File: config.mk
export PLATFORM = sky130hd
export DESIGN_NAME = draw_arbiter
export DESIGN_NICKNAME = d
export VERILOG_FILES = /design/src/rtl/draw_arbiter.sv
export SDC_FILE = /design/constraint.sdc
export NUM_CORES = 1
export LEC_CHECK = 0
export CORE_MARGIN = 2
export CORE_UTILIZATION = 57
export CTS_BUF_LIST = sky130_fd_sc_hd__clkbuf_4 sky130_fd_sc_hd__clkbuf_8 sky130_fd_sc_hd__clkbuf_16
export CTS_CLUSTER_SIZE = 12
export DETAILED_ROUTE_END_ITERATION = 10
export DONT_BUFFER_PORTS = 1
export GPL_ROUTABILITY_DRIVEN = 0
export PLACE_DENSITY = 0.74
export SYNTH_ARGS = -nofsm -noshare
export SYNTH_HDL_FRONTEND = slang
export SYNTH_SLANG_ARGS = --single-unit
File: constraint.sdc
create_clock -name clk -period 2.6 [get_ports clk]
set_clock_uncertainty 0.2 [all_clocks]
set_input_delay 0.52 -clock clk [delete_from_list [all_inputs] [get_ports clk]]
set_output_delay 0.52 -clock clk [all_outputs]
set_load 0.01 [all_outputs]
File: src/rtl/draw_arbiter.sv
// draw_arbiter: round-robin sharing of one fill engine among NUM_REQ sprite controllers.
// Optional ARB_WATCHDOG_EN aborts a BUSY grant after WDOG_CYCLES cycles and pulses timeout.
module draw_arbiter #(
  parameter int NUM_REQ     = 4,
  parameter int X_W         = 8,
  parameter int Y_W         = 7,
  parameter int C_W         = 3,
  parameter int WDOG_CYCLES = 2_000_000,
  localparam int GID_W      = $clog2(NUM_REQ)
) (
  input  logic                   clk,
  input  logic                   reset,
  input  logic [NUM_REQ-1:0]     req,
  input  logic [NUM_REQ-1:0]     req_erase,
  input  logic [NUM_REQ*X_W-1:0] req_x,
  input  logic [NUM_REQ*Y_W-1:0] req_y,
  input  logic [NUM_REQ*C_W-1:0] req_color,
  output logic [NUM_REQ-1:0]     ack,
  output logic                   busy,
  output logic [GID_W-1:0]       grant_id,
  output logic [X_W-1:0]         eng_x,
  output logic [Y_W-1:0]         eng_y,
  output logic [C_W-1:0]         eng_color,
  output logic                   eng_draw,
  output logic                   eng_erase,
  input  logic                   eng_draw_done,
  input  logic                   eng_erase_done,
  output logic                   timeout
);
  typedef enum logic [1:0] {IDLE, BUSY, ACK} state_t;
  state_t state_q, state_d;
  logic [GID_W-1:0] rr_ptr_q, rr_ptr_d, grant_id_q, grant_id_d, win, off;
  logic [X_W-1:0] eng_x_q, eng_x_d, sel_x;
  logic [Y_W-1:0] eng_y_q, eng_y_d, sel_y;
  logic [C_W-1:0] eng_color_q, eng_color_d, sel_c;
  logic op_q, op_d, sel_op, done_m, wdog_hit;
  logic [NUM_REQ-1:0] rot;
  logic [GID_W:0] sum;
  // rotate requests so bit 0 is rr_ptr; the lowest set bit is the offset of the winner
  always_comb begin
    rot = NUM_REQ'({req, req} >> rr_ptr_q);
    off = '0;
    for (int i = NUM_REQ - 1; i >= 0; i--) off = rot[i] ? GID_W'(i) : off;
    sum = {1'b0, rr_ptr_q} + {1'b0, off};
    win = (sum >= (GID_W+1)'(NUM_REQ)) ? GID_W'(sum - (GID_W+1)'(NUM_REQ)) : GID_W'(sum);
    sel_x  = '0;
    sel_y  = '0;
    sel_c  = '0;
    sel_op = 1'b0;
    for (int i = 0; i < NUM_REQ; i++) begin
      if (win == GID_W'(i)) begin
        sel_x  = req_x[i*X_W +: X_W];
        sel_y  = req_y[i*Y_W +: Y_W];
        sel_c  = req_color[i*C_W +: C_W];
        sel_op = req_erase[i];
      end
    end
  end
  assign done_m = op_q ? eng_erase_done : eng_draw_done;
`ifdef ARB_WATCHDOG_EN
  localparam int WD_W = $clog2(WDOG_CYCLES + 1);
  logic [WD_W-1:0] wdog_q, wdog_d;
  logic timeout_q, timeout_d;
  assign wdog_hit = (state_q == BUSY) && (wdog_q == WD_W'(WDOG_CYCLES - 1));
  always_comb begin
    wdog_d    = (state_q == BUSY) ? wdog_q + 1'b1 : '0;
    timeout_d = wdog_hit && !done_m;
  end
  always_ff @(posedge clk or posedge reset) begin
    if (reset) begin
      wdog_q    <= '0;
      timeout_q <= 1'b0;
    end else begin
      wdog_q    <= wdog_d;
      timeout_q <= timeout_d;
    end
  end
  assign timeout = timeout_q;
`else
  assign wdog_hit = 1'b0;
  assign timeout  = 1'b0;
`endif
  always_comb begin
    state_d     = state_q;
    rr_ptr_d    = rr_ptr_q;
    grant_id_d  = grant_id_q;
    eng_x_d     = eng_x_q;
    eng_y_d     = eng_y_q;
    eng_color_d = eng_color_q;
    op_d        = op_q;
    if (state_q == IDLE && |req) begin
      state_d     = BUSY;
      grant_id_d  = win;
      eng_x_d     = sel_x;
      eng_y_d     = sel_y;
      eng_color_d = sel_c;
      op_d        = sel_op;
    end
    if (state_q == BUSY && (done_m || wdog_hit)) state_d = ACK;
    if (state_q == ACK) begin
      state_d  = IDLE;
      rr_ptr_d = (grant_id_q == GID_W'(NUM_REQ - 1)) ? '0 : grant_id_q + 1'b1;
    end
  end
  always_ff @(posedge clk or posedge reset) begin
    if (reset) begin
      state_q     <= IDLE;
      rr_ptr_q    <= '0;
      grant_id_q  <= '0;
      eng_x_q     <= '0;
      eng_y_q     <= '0;
      eng_color_q <= '0;
      op_q        <= 1'b0;
    end else begin
      state_q     <= state_d;
      rr_ptr_q    <= rr_ptr_d;
      grant_id_q  <= grant_id_d;
      eng_x_q     <= eng_x_d;
      eng_y_q     <= eng_y_d;
      eng_color_q <= eng_color_d;
      op_q        <= op_d;
    end
  end
  always_comb begin
    ack = '0;
    for (int i = 0; i < NUM_REQ; i++) ack[i] = (state_q == ACK) && (grant_id_q == GID_W'(i));
  end
  assign busy      = state_q != IDLE;
  assign eng_draw  = (state_q == BUSY) && !op_q;
  assign eng_erase = (state_q == BUSY) && op_q;
  assign grant_id  = grant_id_q;
  assign eng_x     = eng_x_q;
  assign eng_y     = eng_y_q;
  assign eng_color = eng_color_q;
endmodule
==> impl_metrics.xml <==
<?xml version="1.0" encoding="UTF-8"?>
<metrics>
  <group name="global_routing">
    <metric name="antenna_found_initial" unit="">0</metric>
    <metric name="grtUsageTotal" unit="%">24.03</metric>
    <metric name="globalRouteOverflowTotal" unit="">0</metric>
    <metric name="grt_max_degree" unit="">26</metric>
    <metric name="global_route_wire_length_before_repair" unit="um">7624</metric>
    <metric name="first_global_vias" unit="">1692</metric>
  </group>
  <group name="routing">
    <metric name="drcViolationCount" unit="">0</metric>
    <metric name="vias" unit="">1607</metric>
    <metric name="vias_per_cell" unit="">6.640</metric>
    <metric name="detail_route.wl_per_cell" unit="um">20.04</metric>
    <metric name="firstDrtPassIters" unit="">4</metric>
    <metric name="first_iter_violations" unit="">85</metric>
    <metric name="number_of_nets_with_antenna_violations_after_routing" unit="">0</metric>
    <metric name="drt_wl_total" unit="um">4849</metric>
  </group>
  <group name="placed_design">
    <metric name="hpwl_after_dpl" unit="um">3750</metric>
    <metric name="place.detailed.instances" unit="">236</metric>
    <metric name="buffer_ports.inserted" unit="">0</metric>
    <metric name="place_worst_setup_slack" unit="ns">-0.2070</metric>
    <metric name="postPlaceCellArea" unit="um2">2242</metric>
  </group>
  <group name="yosys">
    <metric name="synth_seq_cells" unit="">25</metric>
    <metric name="synth.cell_area" unit="um2">2006</metric>
    <metric name="synth_edf_count" unit="">0</metric>
    <metric name="syn_inst" unit="">192</metric>
    <metric name="share_of_the_yosys_chip_area_belonging_to_registers" unit="%">31.19</metric>
    <metric name="synth_warnings" unit="">0</metric>
    <metric name="synth-async-reset-ratio" unit="%">100.0</metric>
    <metric name="ys_types" unit="">33</metric>
    <metric name="mappedNetlistNets" unit="">281</metric>
    <metric name="syn_avg_cell_area" unit="um2">10.45</metric>
    <metric name="ys.flop_type" unit="">dfrtp_1</metric>
  </group>
  <group name="clocking">
    <metric name="cts.hold.buffers_added" unit="">0</metric>
    <metric name="clock_tree.htree_level_count" unit="">1</metric>
    <metric name="clkSlewWorstSetupHoldPaths" unit="ns">0.15</metric>
    <metric name="cts_buffers" unit="">3</metric>
    <metric name="clockRootBuffer" unit="">clkbuf_4</metric>
    <metric name="tritoncts" unit="">yes</metric>
    <metric name="clkLatencyLatePin" unit="ns">0.32</metric>
    <metric name="clk_path_buf_depth" unit="">2</metric>
    <metric name="clkSinkCount" unit="">25</metric>
  </group>
  <group name="setup_path">
    <metric name="setup.worst_path.start_class" unit="">flip-flop</metric>
    <metric name="critical_path_required" unit="ns">2.61</metric>
    <metric name="crit_path_max_fanout" unit="">10</metric>
    <metric name="cp.arrival" unit="ns">2.65</metric>
    <metric name="critical_path.max_stage_delay" unit="ns">0.48</metric>
    <metric name="end_kind" unit="">flip-flop</metric>
    <metric name="crit_path_cell_trace" unit="">nand2_2 -&gt; a21oi_2 -&gt; o211ai_1 -&gt; o21a_1 -&gt; ha_4 -&gt; xnor2_4 -&gt; xnor2_2 -&gt; buf_6 -&gt; buf_12 -&gt; mux2_4 -&gt; a221o_1</metric>
    <metric name="slowest_stage" unit="">dfrtp_2</metric>
    <metric name="crit_type" unit="">flip-flop to flip-flop</metric>
  </group>
  <group name="floorplanning">
    <metric name="core_region_area" unit="um2">3363</metric>
    <metric name="initial_utilization" unit="%">59.64</metric>
    <metric name="die_y" unit="um">63.32</metric>
    <metric name="die_w" unit="um">63.32</metric>
    <metric name="fp.dieArea" unit="um2">4009</metric>
    <metric name="io-pin-count" unit="">112</metric>
    <metric name="placement_rows" unit="">21</metric>
  </group>
  <group name="power_and_ir_drop">
    <metric name="p_seq_share" unit="%">25.1</metric>
    <metric name="comb_power_share" unit="%">69.7</metric>
    <metric name="power.net_switching" unit="mW">1.365</metric>
    <metric name="pwr_cell_area" unit="nW/um2">1466</metric>
    <metric name="power_leakage" unit="nW">0.9713</metric>
    <metric name="pwr-share-clk" unit="%">5.2</metric>
    <metric name="power.share.switching" unit="%">40.20</metric>
    <metric name="max-vdd-ir-drop" unit="uV">681.4</metric>
    <metric name="p_int" unit="mW">2.031</metric>
  </group>
  <group name="finish">
    <metric name="multiInputGateArea" unit="um2">1425</metric>
    <metric name="layout.area.seq" unit="um2">626.9</metric>
    <metric name="relative_area_change_from_synthesis_to_final_layout" unit="%">15.53</metric>
    <metric name="num-fill-cells" unit="">276</metric>
    <metric name="num_antenna_cells" unit="">0</metric>
    <metric name="final_design_area_no_fill" unit="um2">2317</metric>
    <metric name="finish.net_count" unit="">286</metric>
    <metric name="final_layout_size_suffix_gt1_share" unit="%">27.55</metric>
    <metric name="post_layout_nonfiller_instances" unit="">242</metric>
  </group>
  <group name="timing">
    <metric name="period_minus_slack" unit="ns">2.642</metric>
    <metric name="setup_repair_after_global_routing_missed_its_margin" unit="">true</metric>
    <metric name="worst_slew_margin_rel" unit="%">37.93</metric>
    <metric name="hold_viol" unit="">0</metric>
    <metric name="final.period_utilization" unit="%">101.6</metric>
    <metric name="final-setup-viol-count" unit="">16</metric>
    <metric name="fin_ws" unit="ns">-0.04220</metric>
    <metric name="final.hold.worst_slack" unit="ns">0.07139</metric>
    <metric name="final-max-slew-violation-count" unit="">0</metric>
    <metric name="worstMarginPinSlew" unit="ns">0.9301</metric>
    <metric name="fmax" unit="GHz">0.3785</metric>
  </group>
  <group name="outcome">
    <metric name="outcome" unit="">finished with violations</metric>
    <metric name="failed_checks" unit="">negative setup slack</metric>
  </group>
  <group name="hold_path">
    <metric name="worstHoldPathType" unit="">input port to async pin</metric>
  </group>
  <group name="job">
    <metric name="cap_violations" unit="">0</metric>
  </group>
</metrics>
==> critical path: cells and delay by family (launching register included) <==
| kind | cells | cell delay (ns) |
|---|---|---|
| buffers and inverters | 2 | 0.28 |
| AOI/OAI and AO/OA | 4 | 0.73 |
| muxes | 1 | 0.30 |
| DFF | 1 | 0.48 |
| xor gates and xnor gates | 2 | 0.26 |
| and+or+nand+nor | 1 | 0.09 |
| adders and majority gates | 1 | 0.16 |
==> final cells by class <==
class | count | area share (%)
sequential | 25 | 27.05
clock buffer | 3 | 0.9719
inverter | 5 | 0.8099
timing repair buffer | 16 | 6.965
clock inverter | 1 | 0.2160
multi-input combinational | 146 | 61.50
tap | 46 | 2.484
==> sequential cells by signal (all words and copies together), names as in the netlist <==
register   count
eng_x          8
op_q           1
eng_y          7
grant_id       2
eng_color      3
rr_ptr_q       2
state_q        2
==> power groups by stage <==
stage	Clock (mW)	Combinational, mW	Sequential, mW
2_1_floorplan	0	1.73	0.792
3_3_place_gp	0	2.16	0.850
3_5_place_dp	0	2.24	0.859
4_1_cts	0.183	2.35	0.856
5_1_grt	0.195	2.54	0.881
6_report	0.178	2.37	0.852
==> cells in the final DEF (no fill, tap or decap), types with 3 or more instances in the layout <==
cell      instances
a221o_1          19
and2_1            4
buf_12            3
buf_4            12
clkbuf_4          3
dfrtp_1          24
ha_1              4
inv_1             5
mux2_2            3
mux2_4           19
mux2i_1          39
nor2_1            6
nor2b_1           3
o22ai_1          20
==> Yosys cell counts, types with 2 or more instances <==
cell	count	share of area (%)
nor3b_1	2	0.75
mux2i_1	39	19
nand2_1	3	0.56
ha_1	5	3.1
o21a_1	2	0.75
and2_1	4	1.2
a221o_1	19	9.5
clkbuf_1	6	1.1
mux2_1	19	11
dfrtp_1	25	31
nor2_1	6	1.1
inv_1	5	0.94
a21oi_1	4	1.0
xnor2_1	2	0.87
mux2_2	3	1.7
buf_4	4	1.5
nor2b_1	4	1.2
o22ai_1	20	6.2
buf_2	5	1.2
nand2b_1	2	0.62
==> layer usage <==
layer / global-route usage (%) / up-vias / part of all wire [%]
met4: 6.522 / 0 / 0.47
met2: 46.58 / 68 / 53
met1: 27.23 / 783 / 40
met5: 0 / - / 0
li1: - / 754 / -
met3: 3.036 / 2 / 5.9
==> what timing repair did <==
action | in CTS | in global routing
pin swaps | 2 | 1
setup endpoints to repair | 19 | 19
buffers inserted | 2 | 0
gates resized for setup | 5 | 1
==> final timing paths <==
kind	from	end	slack, ns	depth (start not counted)
max	rr_ptr_q[1]$_DFFE_PP0P_	eng_x[5]$_DFFE_PP0P_	-0.04	11
min	reset	eng_x[4]$_DFFE_PP0P_	0.07	1
max reg2reg	rr_ptr_q[1]$_DFFE_PP0P_	eng_x[5]$_DFFE_PP0P_	-0.04	11
min reg2reg	state_q[0]$_DFFE_PP0P_	state_q[1]$_DFFE_PP0P_	0.41	1
max in group asynchronous	reset	rr_ptr_q[1]$_DFFE_PP0P_	1.51	1
min in group clk	req_x[24]	eng_x[0]$_DFFE_PP0P_	0.25	2
==> logic make-up after synthesis <==
| kind of cell | after synthesis | share of synthesized area, % |
|---|---|---|
| simple gates | 26 | 7.423 |
| buf+inv | 21 | 4.990 |
| compound gates | 51 | 20.40 |
| other cells | 1 | 0.1870 |
| fa+ha+maj | 5 | 3.119 |
| flops | 25 | 31.19 |
| mux | 61 | 31.82 |
| xor+xnor | 2 | 0.8735 |
==> through the flow <==
step	power (mW)	util, %	TNS [ns]
CTS	3.394	68.79	-0.4100
floorplan	2.520	-	-1.511
global placement	3.007	66.67	-2.643
detailed placement	3.095	66.67	-3.591
finish	3.396	68.90	-0.3085
global route	3.612	68.90	-2.826
Power figures use the tool's default switching activity.
